===== config.mk =====
export PLATFORM = sky130hd
export DESIGN_NAME = mux_scan_sel
export DESIGN_NICKNAME = d
export VERILOG_FILES = /design/src/rtl/mux_scan_sel.sv
export SDC_FILE = /design/constraint.sdc
export NUM_CORES = 1
export LEC_CHECK = 0
export CAP_MARGIN = 30
export CORE_MARGIN = 10
export CORE_UTILIZATION = 57
export CTS_BUF_LIST = sky130_fd_sc_hd__clkbuf_4
export DETAILED_ROUTE_END_ITERATION = 10
export DONT_BUFFER_PORTS = 1
export PLACE_DENSITY_LB_ADDON = 0.3
export SLEW_MARGIN = 20
export SYNTH_ARGS = -nofsm -noshare
export SYNTH_HDL_FRONTEND = slang
export SYNTH_SLANG_ARGS = --single-unit

===== constraint.sdc =====
create_clock -name clk -period 8.3 [get_ports clk]
set_input_delay 2.075 -clock clk [delete_from_list [all_inputs] [get_ports clk]]
set_output_delay 2.075 -clock clk [all_outputs]
set_load 0.005 [all_outputs]

===== src/rtl/mux_scan_sel.sv =====
// Registered N-channel selector with a manual / one-pass scan / round-robin sequencer
// and a valid/ready output handshake toward a single consumer.
module mux_scan_sel #(
    parameter int W  = 1,
    parameter int CH = 16,
    localparam int SW = $clog2(CH)
) (
    input  logic            clk,
    input  logic            rst_n,
    input  logic [CH*W-1:0] in_data,
    input  logic [1:0]      mode,
    input  logic [SW-1:0]   sel,
    input  logic [CH-1:0]   mask,
    input  logic            start,
    input  logic            abort,
    output logic [W-1:0]    out_data,
    output logic [SW-1:0]   out_ch,
    output logic            out_valid,
    input  logic            out_ready,
    output logic            busy,
    output logic            done
);

    typedef enum logic [1:0] {
        IDLE    = 2'd0,
        PRESENT = 2'd1,
        DONE    = 2'd2
    } state_t;

    localparam logic [1:0] MODE_SCAN = 2'b01;
    localparam logic [1:0] MODE_CONT = 2'b10;

    state_t          state_reg;
    logic [1:0]      mode_reg;
    logic [CH-1:0]   mask_reg;
    logic [W-1:0]    out_data_reg;
    logic [SW-1:0]   out_ch_reg;
    logic            out_valid_reg;
    logic            busy_reg;
    logic            done_reg;

    logic [W-1:0]    chan [CH];
    logic [1:0]      mode_eff;
    logic [CH-1:0]   mask_eff;
    logic            is_scan;
    logic            is_cont;
    logic            first_found;
    logic [SW-1:0]   first_idx;
    logic            after_found;
    logic [SW-1:0]   after_idx;
    logic [SW-1:0]   load_idx_next;
    logic [W-1:0]    load_data_next;
    logic            handshake;

    generate
        for (genvar gi = 0; gi < CH; gi++) begin : g_chan
            assign chan[gi] = in_data[gi*W +: W];
        end
    endgenerate

    // In IDLE the search runs on the live inputs so the first channel loads on the start edge.
    assign mode_eff  = (state_reg == IDLE) ? mode : mode_reg;
    assign mask_eff  = (state_reg == IDLE) ? mask : mask_reg;
    assign is_scan   = (mode_eff == MODE_SCAN);
    assign is_cont   = (mode_eff == MODE_CONT);
    assign handshake = out_valid_reg & out_ready;

    always_comb begin
        first_found = 1'b0;
        first_idx   = '0;
        after_found = 1'b0;
        after_idx   = '0;
        for (int k = CH - 1; k >= 0; k--) begin
            if (mask_eff[k]) begin
                first_found = 1'b1;
                first_idx   = SW'(k);
            end
            if (mask_eff[k] && (k > int'(out_ch_reg))) begin
                after_found = 1'b1;
                after_idx   = SW'(k);
            end
        end
    end

    always_comb begin
        load_idx_next = sel;
        if (is_scan || is_cont) begin
            if (state_reg == IDLE || !after_found) begin
                load_idx_next = first_idx;
            end else begin
                load_idx_next = after_idx;
            end
        end
        // An out-of-range manual select still produces a valid capture of zero.
        load_data_next = (int'(load_idx_next) < CH) ? chan[load_idx_next] : '0;
    end

    always_ff @(posedge clk) begin
        if (!rst_n) begin
            state_reg     <= IDLE;
            mode_reg      <= '0;
            mask_reg      <= '0;
            out_data_reg  <= '0;
            out_ch_reg    <= '0;
            out_valid_reg <= 1'b0;
            busy_reg      <= 1'b0;
            done_reg      <= 1'b0;
        end else begin
            case (state_reg)
                IDLE: begin
                    done_reg <= 1'b0;
                    if (start) begin
                        mode_reg <= mode;
                        mask_reg <= mask;
                        if ((is_scan || is_cont) && !first_found) begin
                            state_reg <= DONE;
                            done_reg  <= 1'b1;
                        end else begin
                            state_reg     <= PRESENT;
                            out_data_reg  <= load_data_next;
                            out_ch_reg    <= load_idx_next;
                            out_valid_reg <= 1'b1;
                            busy_reg      <= 1'b1;
                        end
                    end
                end
                PRESENT: begin
                    if (abort) begin
                        state_reg     <= IDLE;
                        out_valid_reg <= 1'b0;
                        busy_reg      <= 1'b0;
                    end else if (handshake) begin
                        if (is_cont || (is_scan && after_found)) begin
                            out_data_reg <= load_data_next;
                            out_ch_reg   <= load_idx_next;
                        end else begin
                            state_reg     <= DONE;
                            out_valid_reg <= 1'b0;
                            busy_reg      <= 1'b0;
                            done_reg      <= 1'b1;
                        end
                    end
                end
                DONE: begin
                    state_reg <= IDLE;
                    done_reg  <= 1'b0;
                end
                default: begin
                    state_reg     <= IDLE;
                    out_valid_reg <= 1'b0;
                    busy_reg      <= 1'b0;
                    done_reg      <= 1'b0;
                end
            endcase
        end
    end

    assign out_data  = out_data_reg;
    assign out_ch    = out_ch_reg;
    assign out_valid = out_valid_reg;
    assign busy      = busy_reg;
    assign done      = done_reg;

endmodule

* Word-level counts from Yosys, hierarchy flattened
Index checks and enable logic that the tools add are counted.
Operators by class: magnitude comparators 16, equality and inequality tests 12, mux-type cells 99, bitwise operators 3, reduce and logical (&&, ||, !) cells 29
Operator list (number):
- 2-to-1 mux 4 bit | 38
- 2-to-1 mux 1 bit | 48
- > comparator 4 bit, first input constant | 8
- logical AND 1 bit | 17
- > comparator 3 x 4 -> 1 bit, first input constant | 4
- 2-to-1 mux 16 bit | 1
- 2-to-1 mux 2 bit | 6
- inequality test 2 bit, second input constant | 6
- > comparator 2 x 4 -> 1 bit, first input constant | 2
- case mux 4 bit (2 select lines) | 1
- inequality test 3 bit, second input constant | 2
- AND reduction 3 bit | 2
- AND reduction 6 bit | 1
- greater-or-equal comparator 5 bit, second input constant | 1
- inverter 4 -> 5 bit | 1
- AND reduction 5 bit | 1
- binary-select mux 1 bit (select 4 bit) | 1
- equality test 2 x 1 -> 1 bit, second input constant | 2
- equality test 2 bit, second input constant | 2
- > comparator 1 x 4 -> 1 bit, first input constant | 1
- case mux 1 bit (2 select lines) | 2
- case mux 2 bit (2 select lines) | 1
- logical OR 1 bit | 3
- case mux 1 bit (3 select lines) | 1
- 6 further kinds | 7
Storage, ports and cells: flip-flop bits (word level) 27, input port bits 43, output and inout bits 8, logic and storage cells 166

* Longest topological paths before layout
depth after elaboration 30, depth in mapped cells 17, depth with buffers taken out 13

* Worst setup path before layout
No wires, ideal clock.
path type input port to flip-flop, start input mask[9], end register out_data_reg (netlist: out_data), setup time 122 ps, arrival time 4469 ps, required time 8178 ps, slack 3709 ps, stages on the path 10, path buffers 0, cell sequence or3b_4 a2111oi_4 o21bai_1 a31o_1 a221oi_4 mux2_4 nor3_1 a2111o_1 o211ai_2 a311o_1
On the way: cells in the longest elaborated chain, start to end 23, elaborated cells on any way between the ends 61, classes of those cells eq/ne: 2; mux: 50; bitwise: 1; reduce/logical: 8
RTL lines:
- from (decl) | line 13 | input logic [CH-1:0] mask,
- 2-to-1 mux 16 bit (*) | line 63 | assign mask_eff = (state_reg == IDLE) ? mask : mask_reg;
- logical AND 1 bit | line 78 | if (mask_eff[k] && (k > int'(out_ch_reg))) begin
- 2-to-1 mux 1 bit (9 in series) | line 78
- logical NOT 1 bit | line 88 | if (state_reg == IDLE || !after_found) begin
- logical OR 1 bit | line 88
- 2-to-1 mux 4 bit | line 88
- 2-to-1 mux 4 bit | line 87 | if (is_scan || is_cont) begin
- inverter 4 -> 5 bit (implied by the code) | line 95 | load_data_next = (int'(load_idx_next) < CH) ? chan[load_idx_next] : '0;
- binary-select mux 1 bit (select 4 bit) | line 95
- 2-to-1 mux 1 bit (implied by the code) (2 in series) | line 95
- 2-to-1 mux 1 bit | line 133 | if (is_cont || (is_scan && after_found)) begin
- 2-to-1 mux 1 bit | line 132 | end else if (handshake) begin
- 2-to-1 mux 1 bit | line 128 | if (abort) begin
- case mux 1 bit (2 select lines) | line 109 | case (state_reg)
- to (signal assigned) | line 120 | out_data_reg <= load_data_next;
- to (signal assigned) | line 134 | out_data_reg <= load_data_next;
- to (decl) | line 36 | logic [W-1:0] out_data_reg;
Every way passes the cells marked *; elsewhere a longest branch is shown, timed or not. The select of a mux whose other input is x is not followed. A chain may end at the register's enable or synchronous reset.

* Worst setup path in the final report
start input mode[0], end register out_data_reg (netlist: out_data)
On the way: cells in the longest elaborated chain, start to end 12, elaborated cells on any way between the ends 21, classes of those cells eq/ne: 4; mux: 11; bitwise: 1; reduce/logical: 5
RTL lines:
- from (decl) | line 11 | input logic [1:0] mode,
- 2-to-1 mux 2 bit (*) | line 62 | assign mode_eff = (state_reg == IDLE) ? mode : mode_reg;
- equality test 2 x 1 -> 1 bit or equality test 2 bit (tied branches) | line 64, 65
- logical OR 1 bit | line 87, 115
- 2-to-1 mux 4 bit | line 87
- inverter 4 -> 5 bit (implied by the code) | line 95
- binary-select mux 1 bit (select 4 bit) | line 95
- 2-to-1 mux 1 bit (implied by the code) (2 in series) | line 95
- 2-to-1 mux 1 bit | line 133
- 2-to-1 mux 1 bit | line 132
- 2-to-1 mux 1 bit | line 128
- case mux 1 bit (2 select lines) | line 109
Marked as above.

==> impl_metrics.env <==
export IMPL_dp_slack_ns=3.413
export IMPL_place_area_um2=2710
export IMPL_clkLatencyLatePin_ns=0.35
export IMPL_syn_to_final_growth_pct=-0.7258
export IMPL_fmax_mhz=220.6
export IMPL_vias=2780
export IMPL_drv_slew=0
export IMPL_cts_root_buf="clkbuf_4"
export IMPL_crit_family="compound AO/OA/AOI/OAI gates"
export IMPL_cts_path_max_buffers=2
export IMPL_first_pass_iters=6
export IMPL_grt_max_degree=29
export IMPL_post_route_drc_count=0
export IMPL_crit_fanout=9
export IMPL_syn_inst=369
export IMPL_antenna_cells=0
export IMPL_avgSynthCellArea_um2=7.473
export IMPL_postCtsHoldBufs=0
export IMPL_syn_area_um2=2758
export IMPL_cpPeakStageDelay_ns=0.57
export IMPL_status="finished clean"
export IMPL_dieArea_um2=8020
export IMPL_cp_end_kind="flip-flop"
export IMPL_cts_sinks=27
export IMPL_largest_reg_flops=16
export IMPL_synth_seq_cells=27
export IMPL_maxCapViolCount=0
export IMPL_ant_nets=0
export IMPL_hold_violations=0
export IMPL_fin_crit_sh_pct=54.60
export IMPL_die_x_um=89.56
export IMPL_cp_arrival_ns=4.78
export IMPL_hold_slack_ns=0.4788
export IMPL_drive_gt1_share_pct=8.832
export IMPL_cts_reportedPaths_clkPinSlew_ns=0.16
export IMPL_timing_final_ws_setup_ns=3.768
export IMPL_cts_buffers=3
export IMPL_powerDensity_nw_per_um2=153.4
export IMPL_yosysUniqueCellTypes=79
export IMPL_fin_skew_ns=0.008815
export IMPL_layout_min_cycle_time_ns=4.532
export IMPL_crit_required_ns=8.55
export IMPL_synth_yosys_seq_area_share_pct=19.60
export IMPL_start_util_pct=58.77
export IMPL_grt_pass1_vias=2575
export IMPL_setup_tns_ns=0
export IMPL_r2r_slack_ns=4.16
export IMPL_post_drt_wl_per_cell_um=19.14
export IMPL_routed_wirelength_um=7751
export IMPL_grt_pass1_wl_um=12780
export IMPL_worstSetupStartpointType="primary input"
export IMPL_post_cts_resize_count=0
export IMPL_nets=397
export IMPL_ir_drop_mv=0.06709
export IMPL_dieHeight_um=89.56
export IMPL_rsz0062_at_grt="false"
export IMPL_antenna_found_initial=0
export IMPL_rows=25
export IMPL_crit_chain="mux2i_1 > ha_1 > clkinv_1 > nand2_1 > a41oi_2 > a221oi_4 > mux2_4 > nor3_1 > a2111o_1 > o211ai_2 > a311o_1"
export IMPL_boundaryPins=51
export IMPL_slew_limit_headroom_pct=47.77
export IMPL_overflow=0
export IMPL_finish_utilization_pct=58.35
export IMPL_ys_warn_count=0
export IMPL_n_fill_cell=434
export IMPL_min_path_type="reg -> reg"
export IMPL_fin_area_um2=2738
export IMPL_synthArstFlopShare_pct=0
export IMPL_cts_htree_levels=1
export IMPL_cts_tree="yes"
export IMPL_setup_viol=0
export IMPL_worstMarginPinSlew_ns=0.7835
export IMPL_leakage_nw=1.005
export IMPL_post_cts_setup_buffers=0
export IMPL_portBuffers=0
export IMPL_drt_iter0_markers=289
export IMPL_core_area_um2=4692
export IMPL_synth_flop_cell="dfxtp_1"
export IMPL_grtUsageTotal_pct=19.73
export IMPL_slowest_stage="ha_1"
export IMPL_worstSetupPathType="in -> reg"
export IMPL_syn_num_nets=414
export IMPL_hpwl_um=5864
export IMPL_gp_congestion=0.9294
export IMPL_vias_per_cell=6.864
export IMPL_synth_edf_count=0
export IMPL_cp_num_buf_inv=1
[worst register-to-register path: cells and delay by family (launching register included)]
family,cells,cell delay (ns)
buffers and inverters,2,0.64
adders and majority gates,1,0.37
AOI/OAI and AO/OA,5,1.08
and+or+nand+nor,5,1.17
DFF,1,0.44
muxes,1,0.34
[cells in the final DEF (no fill, tap or decap), types with 6 or more instances in the layout]
master    synthesis  final
nand2_1          66     66
dfxtp_1          27     27
a21oi_1          23     23
nor2_1           18     18
a21boi_0         18     18
mux2i_1          17     17
o21ai_0          15     15
inv_1            12     12
nor3_1           12     12
nand3_1           9      9
o211ai_1          8      8
a211oi_1          7      7
nor2b_1           6      6
[kinds of logic after synthesis]
| kind of cell | share of synthesized area [%] |
|---|---|
| compound gates | 37.12 |
| mux | 7.531 |
| fa+ha+maj | 0.9073 |
| simple gates | 28.36 |
| flops | 19.60 |
| buf+inv | 6.488 |
[per-stage QoR]
step	std cells	total power [mW]
after floorplan	369	0.3231
after global placement	401	0.3508
after detailed placement	401	0.3550
after CTS	405	0.4166
after global routing	405	0.4496
final	405	0.4199
[report_power, final]
part	total, mW	internal [mW]	switching, mW
Clock	0.0632	0.0182	0.0450
Combinational	0.199	0.0800	0.119
Sequential	0.158	0.140	0.0182
[per-layer routing]
| metal | track usage (%) | wire [µm] |
|---|---|---|
| met4 | 5.347 | 119 |
| met5 | 0 | 0 |
| met3 | 5.196 | 816 |
| met1 | 26.55 | 3297 |
| met2 | 30.15 | 3517 |
[final timing paths]
check / depth (start not counted) / to / from
setup / recovery: 11 / out_data$_SDFFE_PN0P_ / mode[0]
hold / removal: 2 / mode_reg[0]$_SDFFE_PN0P_ / mode_reg[0]$_SDFFE_PN0P_
setup reg to reg: 14 / out_data$_SDFFE_PN0P_ / state_reg[0]$_SDFFE_PN0P_
hold reg to reg: 2 / mode_reg[0]$_SDFFE_PN0P_ / mode_reg[0]$_SDFFE_PN0P_
[layout make-up]
type | count | area, µm² | share of cell area [%]
Multi-Input combinational cell | 305 | 2038 | 74.45
Sequential cell | 27 | 540.5 | 19.74
Tap cell | 54 | 67.56 | 2.468
Inverter | 13 | 48.80 | 1.782
Clock buffer | 3 | 22.52 | 0.8227
Timing Repair Buffer | 2 | 15.01 | 0.5484
Clock inverter | 1 | 5.005 | 0.1828
[synthesized netlist by cell type (4+ instances only)]
| cell | number | share of area, % |
|---|---|---|
| dfxtp_1 | 27 | 20 |
| nand3_1 | 9 | 1.6 |
| nor3_1 | 12 | 2.2 |
| a21boi_0 | 18 | 4.9 |
| buf_2 | 5 | 0.91 |
| and2_1 | 5 | 1.1 |
| a31oi_1 | 5 | 1.1 |
| or4_1 | 5 | 1.4 |
| clkbuf_1 | 11 | 1.5 |
| inv_1 | 12 | 1.6 |
| o22ai_1 | 4 | 0.91 |
| o21ai_0 | 15 | 2.7 |
| nand2b_1 | 5 | 1.1 |
| o211ai_1 | 8 | 2.2 |
| nor2b_1 | 6 | 1.4 |
| nand2_1 | 66 | 9.0 |
| nor2_1 | 18 | 2.4 |
| o31ai_1 | 5 | 1.4 |
| a211oi_1 | 7 | 1.9 |
| a21oi_1 | 23 | 4.2 |
| mux2i_1 | 17 | 6.2 |
No activity file was read; power rests on OpenSTA's default activity.
==> RTL edit 1: new RTL, config.mk and constraints unchanged <==
Reset style: asynchronous (`rst_n`), changed in one clocked block.
--- a/src/rtl/mux_scan_sel.sv
+++ b/src/rtl/mux_scan_sel.sv
@@ -95,7 +95,7 @@
         load_data_next = (int'(load_idx_next) < CH) ? chan[load_idx_next] : '0;
     end
 
-    always_ff @(posedge clk) begin
+    always_ff @(posedge clk or negedge rst_n) begin
         if (!rst_n) begin
             state_reg     <= IDLE;
             mode_reg      <= '0;
Function: differs if rst_n is asserted again (counterexample within 4 cycles, from zero or initial values and one cycle with rst_n low); with rst_n held inactive, the same outputs for 4 cycles.
==> RTL edit 1 against the original RTL <==
Critical path type unchanged; sequential cell count did not move; routed wire length fell by 17%; register-to-register slack improved by 30 ps; setup slack improved by 250 ps; cell area fell by 10%; highest routed layer unchanged; critical endpoint is now out_data; synthesized area fell by 10%; fmax rose by 5.9%.
Power is not compared: it rests on default switching activity, and its combinational part moved more than twofold at a synthesized area within 25%.
==> RTL edit 1: results (changes against the original RTL) <==
INFO  metric skew = 5.06 ps (-3.76 ps)
INFO  metric drt_pass1_iterations = 4 (-2)
INFO  metric nFillCells = 386 (-11%)
INFO  metric synthTopCellsByArea = dfrtp_1, mux2_2, mux2i_1
INFO  metric timing.critical_path.fanout_max = 5 (-4)
INFO  metric drt_iter0_markers = 189 (-35%)
INFO  metric via_per_instance_ratio = 6.88 (+0.19%)
INFO  metric timing.hold.ws = 538 ps (+59.1 ps)
INFO  metric area_taken_by_multi_input_logic_gates = 0.00167 sq mm (-18%)
INFO  metric synth_compound_area_frac = 0.258 (-0.113)
INFO  metric clkCellAreaFrac = 0.0122 (+0.00219)
INFO  metric critical_path.reg2reg.startpoint = state_reg[0]
INFO  metric worst_hold_path_depth = 1 (-1)
INFO  metric preCtsSetupSlack = 3660 ps (+246 ps)
INFO  metric synth_commonest_cells = dfrtp_1, nand2_1, mux2_2, nor2_1, a21oi_1
INFO  metric grt_max_degree = 33 (+14%)
INFO  metric nNonClkBuffers = 0 (-2)
INFO  metric num-nonclk-inverters = 4 (-9)
INFO  metric nNetsFinal = 305 (-23%)
INFO  metric critical_path.reg2reg.endpoint = out_data
INFO  metric synth.area.mux_share = 0.191 (+0.115)
INFO  metric setup.reg_to_reg.worst_slack = 4190 ps (+30 ps)
INFO  metric total_power = 1.01 mW
INFO  metric non_clock_buffer_area_fraction = 0 (-0.00548)
INFO  metric post_synth_fa_ha_maj_area_fraction = 0.0101 (+0.00102)
INFO  metric status = completed
INFO  metric syn_nets = 319 (-23%)
INFO  metric synthesis.area_per_instance = 9.05 sq um (+21%)
INFO  metric ys_seq_area_frac = 0.273 (+0.0766)
INFO  metric drt_wl_total = 6420 microns (-17%)
INFO  metric seq-cell-share = 0.276 (+0.0781)
INFO  metric synth-async-reset-ratio = 1.00 (+1.00)
INFO  metric hpwl = 4940 microns (-16%)
INFO  metric timing_worst_slew_pin_value = 860 ps (+76.6 ps)
INFO  metric slowest_cell_on_the_critical_path = or4_1
INFO  metric cp_slowest_stage_delay = 550 ps (-20 ps)
INFO  metric gp_congestion = 0.969 (+4.3%)
-- RTL edit 1: cell types whose count changed in the layout (fill, tap and decap cells not counted), moves of 17 or more --
| cell | before | now |
|---|---|---|
| a21boi_0 | 18 | 1 |
| dfrtp_1 | 0 | 27 |
| dfxtp_1 | 27 | 0 |
| mux2_2 | 2 | 22 |
| nand2_1 | 66 | 26 |
-- RTL edit 1: metal layers --
metal  up-vias  GRT usage  routed length, microns
met4         0     0.0374                      68
met3         9     0.0445                     537
met5         -          0                       0
li1       1008          -                       -
met1      1031      0.239                    2800
met2        77      0.249                    3020
-- RTL edit 1: worst max-delay path by stage --
| stage | to | cells after the start | from |
|---|---|---|---|
| after floorplan | out_data | 10 | mask[11] |
| after global placement | out_data | 10 | mask[11] |
| after detailed placement | out_data | 10 | mask[11] |
| after CTS | out_data | 10 | mask[11] |
| after global routing | out_data | 10 | mask[7] |
| final | out_data | 10 | mask[7] |
==> RTL edit 2: new RTL, config.mk and constraints unchanged <==
Made on the original files. Change the parameter `CH` from 16 to 32.
--- a/src/rtl/mux_scan_sel.sv
+++ b/src/rtl/mux_scan_sel.sv
@@ -2,7 +2,7 @@
 // and a valid/ready output handshake toward a single consumer.
 module mux_scan_sel #(
     parameter int W  = 1,
-    parameter int CH = 16,
+    parameter int CH = 32,
     localparam int SW = $clog2(CH)
 ) (
     input  logic            clk,
Interface: changed (resized in_data, mask, out_ch and sel); port bits go from 51 to 85. The function was not compared with the original's and may differ.
==> RTL edit 2 against the original RTL <==
Routed wire length is 74% higher; power rose by 48%; sequential cell count rose by 17; final cell count grew 67%; global-route usage up 2.6 points; setup slack got worse by 750 ps; cell area rose by 60%; non-clock buffer count increased by 6; first-iteration DRC count increased by 61%; via count is 64% higher; synthesized area grew 57%; count of clock-buffer cells in the layout rose by 2; largest cell class unchanged; largest power group unchanged; highest routed layer unchanged.
==> RTL edit 2: results (changes against the original RTL) <==
INFO  metric synth.lib_cells_used.distinct = 77 (-2.5%)
INFO  metric routedLengthMet1 = 5540 microns (+68%)
INFO  metric groute.usage.overall = 0.223 (+0.0256)
INFO  metric slowest_cell_on_the_critical_path = or4_4
INFO  metric synth_commonest_cells = nand2_1, a21oi_1, dfxtp_1
INFO  metric skew = 11.9 ps (+3.08 ps)
INFO  metric cp_slowest_stage_delay = 620 ps (+50 ps)
INFO  metric critical_path_arrival = 5550 ps (+770 ps)
INFO  metric ys_seq_area_frac = 0.203 (+0.00687)
INFO  metric htree_levels = 2 (+1)
INFO  metric hpwl = 10100 microns (+72%)
INFO  metric dr_wl_met2 = 6330 microns (+80%)
INFO  metric synth_cells = 603 (+63%)
INFO  metric cts-resized-gates = 0 (unchanged)
INFO  metric cts.reportedPaths.clkPinSlew = 140 ps (-20 ps)
INFO  metric largest_reg_flops = 32 (+16)
INFO  metric grt_first_pass_wirelength = 21400 microns (+67%)
INFO  metric p_leak = 1.71 nW (+70%)
INFO  metric drt_iter0_markers = 465 (+61%)
INFO  metric num_vias = 4565 (+64%)
INFO  metric detailed_place.area = 0.00433 sq mm (+60%)
INFO  metric maxSlewHeadroom = 0.387 (-0.0904)
INFO  metric gp_congestion = 0.978 (+5.2%)
INFO  metric synthTopCellsByArea = dfxtp_1, nand2_1, mux2i_1
INFO  metric placed_cells_incl_taps = 667 (+66%)
INFO  metric nNetsFinal = 653 (+64%)
INFO  metric first_global_vias = 4286 (+66%)
INFO  metric timing.critical_path.fanout_max = 11 (+2)
INFO  metric status = completed
[RTL edit 2: cell types whose count changed in the layout (fill, tap and decap cells not counted), sizes merged, moves of 6 or more]
cell and change:
nand2 +46, a21oi +23, nor2 +22, o21ai +21, a21boi +19, dfxtp +17
nor4 +16, mux2i +12, a211oi +7, mux2 +7, or3 +7, buf +6
o211a +6, or3b +6
[RTL edit 2: final cells by class]
type                            instances  area (sq um)
Multi-Input combinational cell        498          3180
Inverter                               18          67.6
Fill cell                             676          2950
Timing Repair Buffer                    8          72.6
Tap cell                               99           124
Clock inverter                          3          13.8
Clock buffer                            5          37.5
Sequential cell                        44           881
[RTL edit 2: path summary, 6_finish.rpt]
check | startpoint | to | slack, ps
hold / removal | mode_reg[1] | mode_reg[1] | 470
hold reg to reg | mode_reg[1] | mode_reg[1] | 470
setup / recovery | mask[26] | out_data | 3020
setup reg to reg | state_reg[1] | out_data | 3520
[RTL edit 2: cells by family (layout without fill, tap and decap cells)]
family / count (synthesis) / in the layout / share of synthesized area
AOI/OAI and AO/OA: 206 / 206 / 0.327
and+or+nand+nor: 248 / 248 / 0.289
adders and majority gates: 2 / 2 / 0.00576
DFF: 44 / 44 / 0.203
muxes: 42 / 42 / 0.109
buffers and inverters: 61 / 34 / 0.0657
[RTL edit 2: worst max-delay path: cells and delay by family]
kind	cells	cell delay [ps]
AO/OA/AOI/OAI	3	960
multiplexers	2	860
AND/OR/NAND/NOR	7	1650
[RTL edit 2: through the flow]
stage	worst slack, ps	util	hold slack (ps)
after CTS	3090	0.598	475
after floorplan	3030	-	443
after global routing	2850	0.598	502
final	3020	0.598	475
after global placement	2820	0.587	449
after detailed placement	2680	0.591	456
[RTL edit 2: layer usage]
metal,global-route usage,up-vias
met4,0.0745,0
met2,0.359,231
met5,0,-
met3,0.0557,32
met1,0.283,2117
li1,-,2185
[RTL edit 2: power breakdown]
| group | leakage [nW] | internal (mW) | switching (mW) | total (mW) |
|---|---|---|---|---|
| registers | 0.362 | 0.225 | 0.0212 | 0.247 |
| clock network | 0.0324 | 0.0313 | 0.0750 | 0.106 |
| logic | 1.32 | 0.111 | 0.159 | 0.270 |
| total | 1.71 | 0.368 | 0.255 | 0.622 |
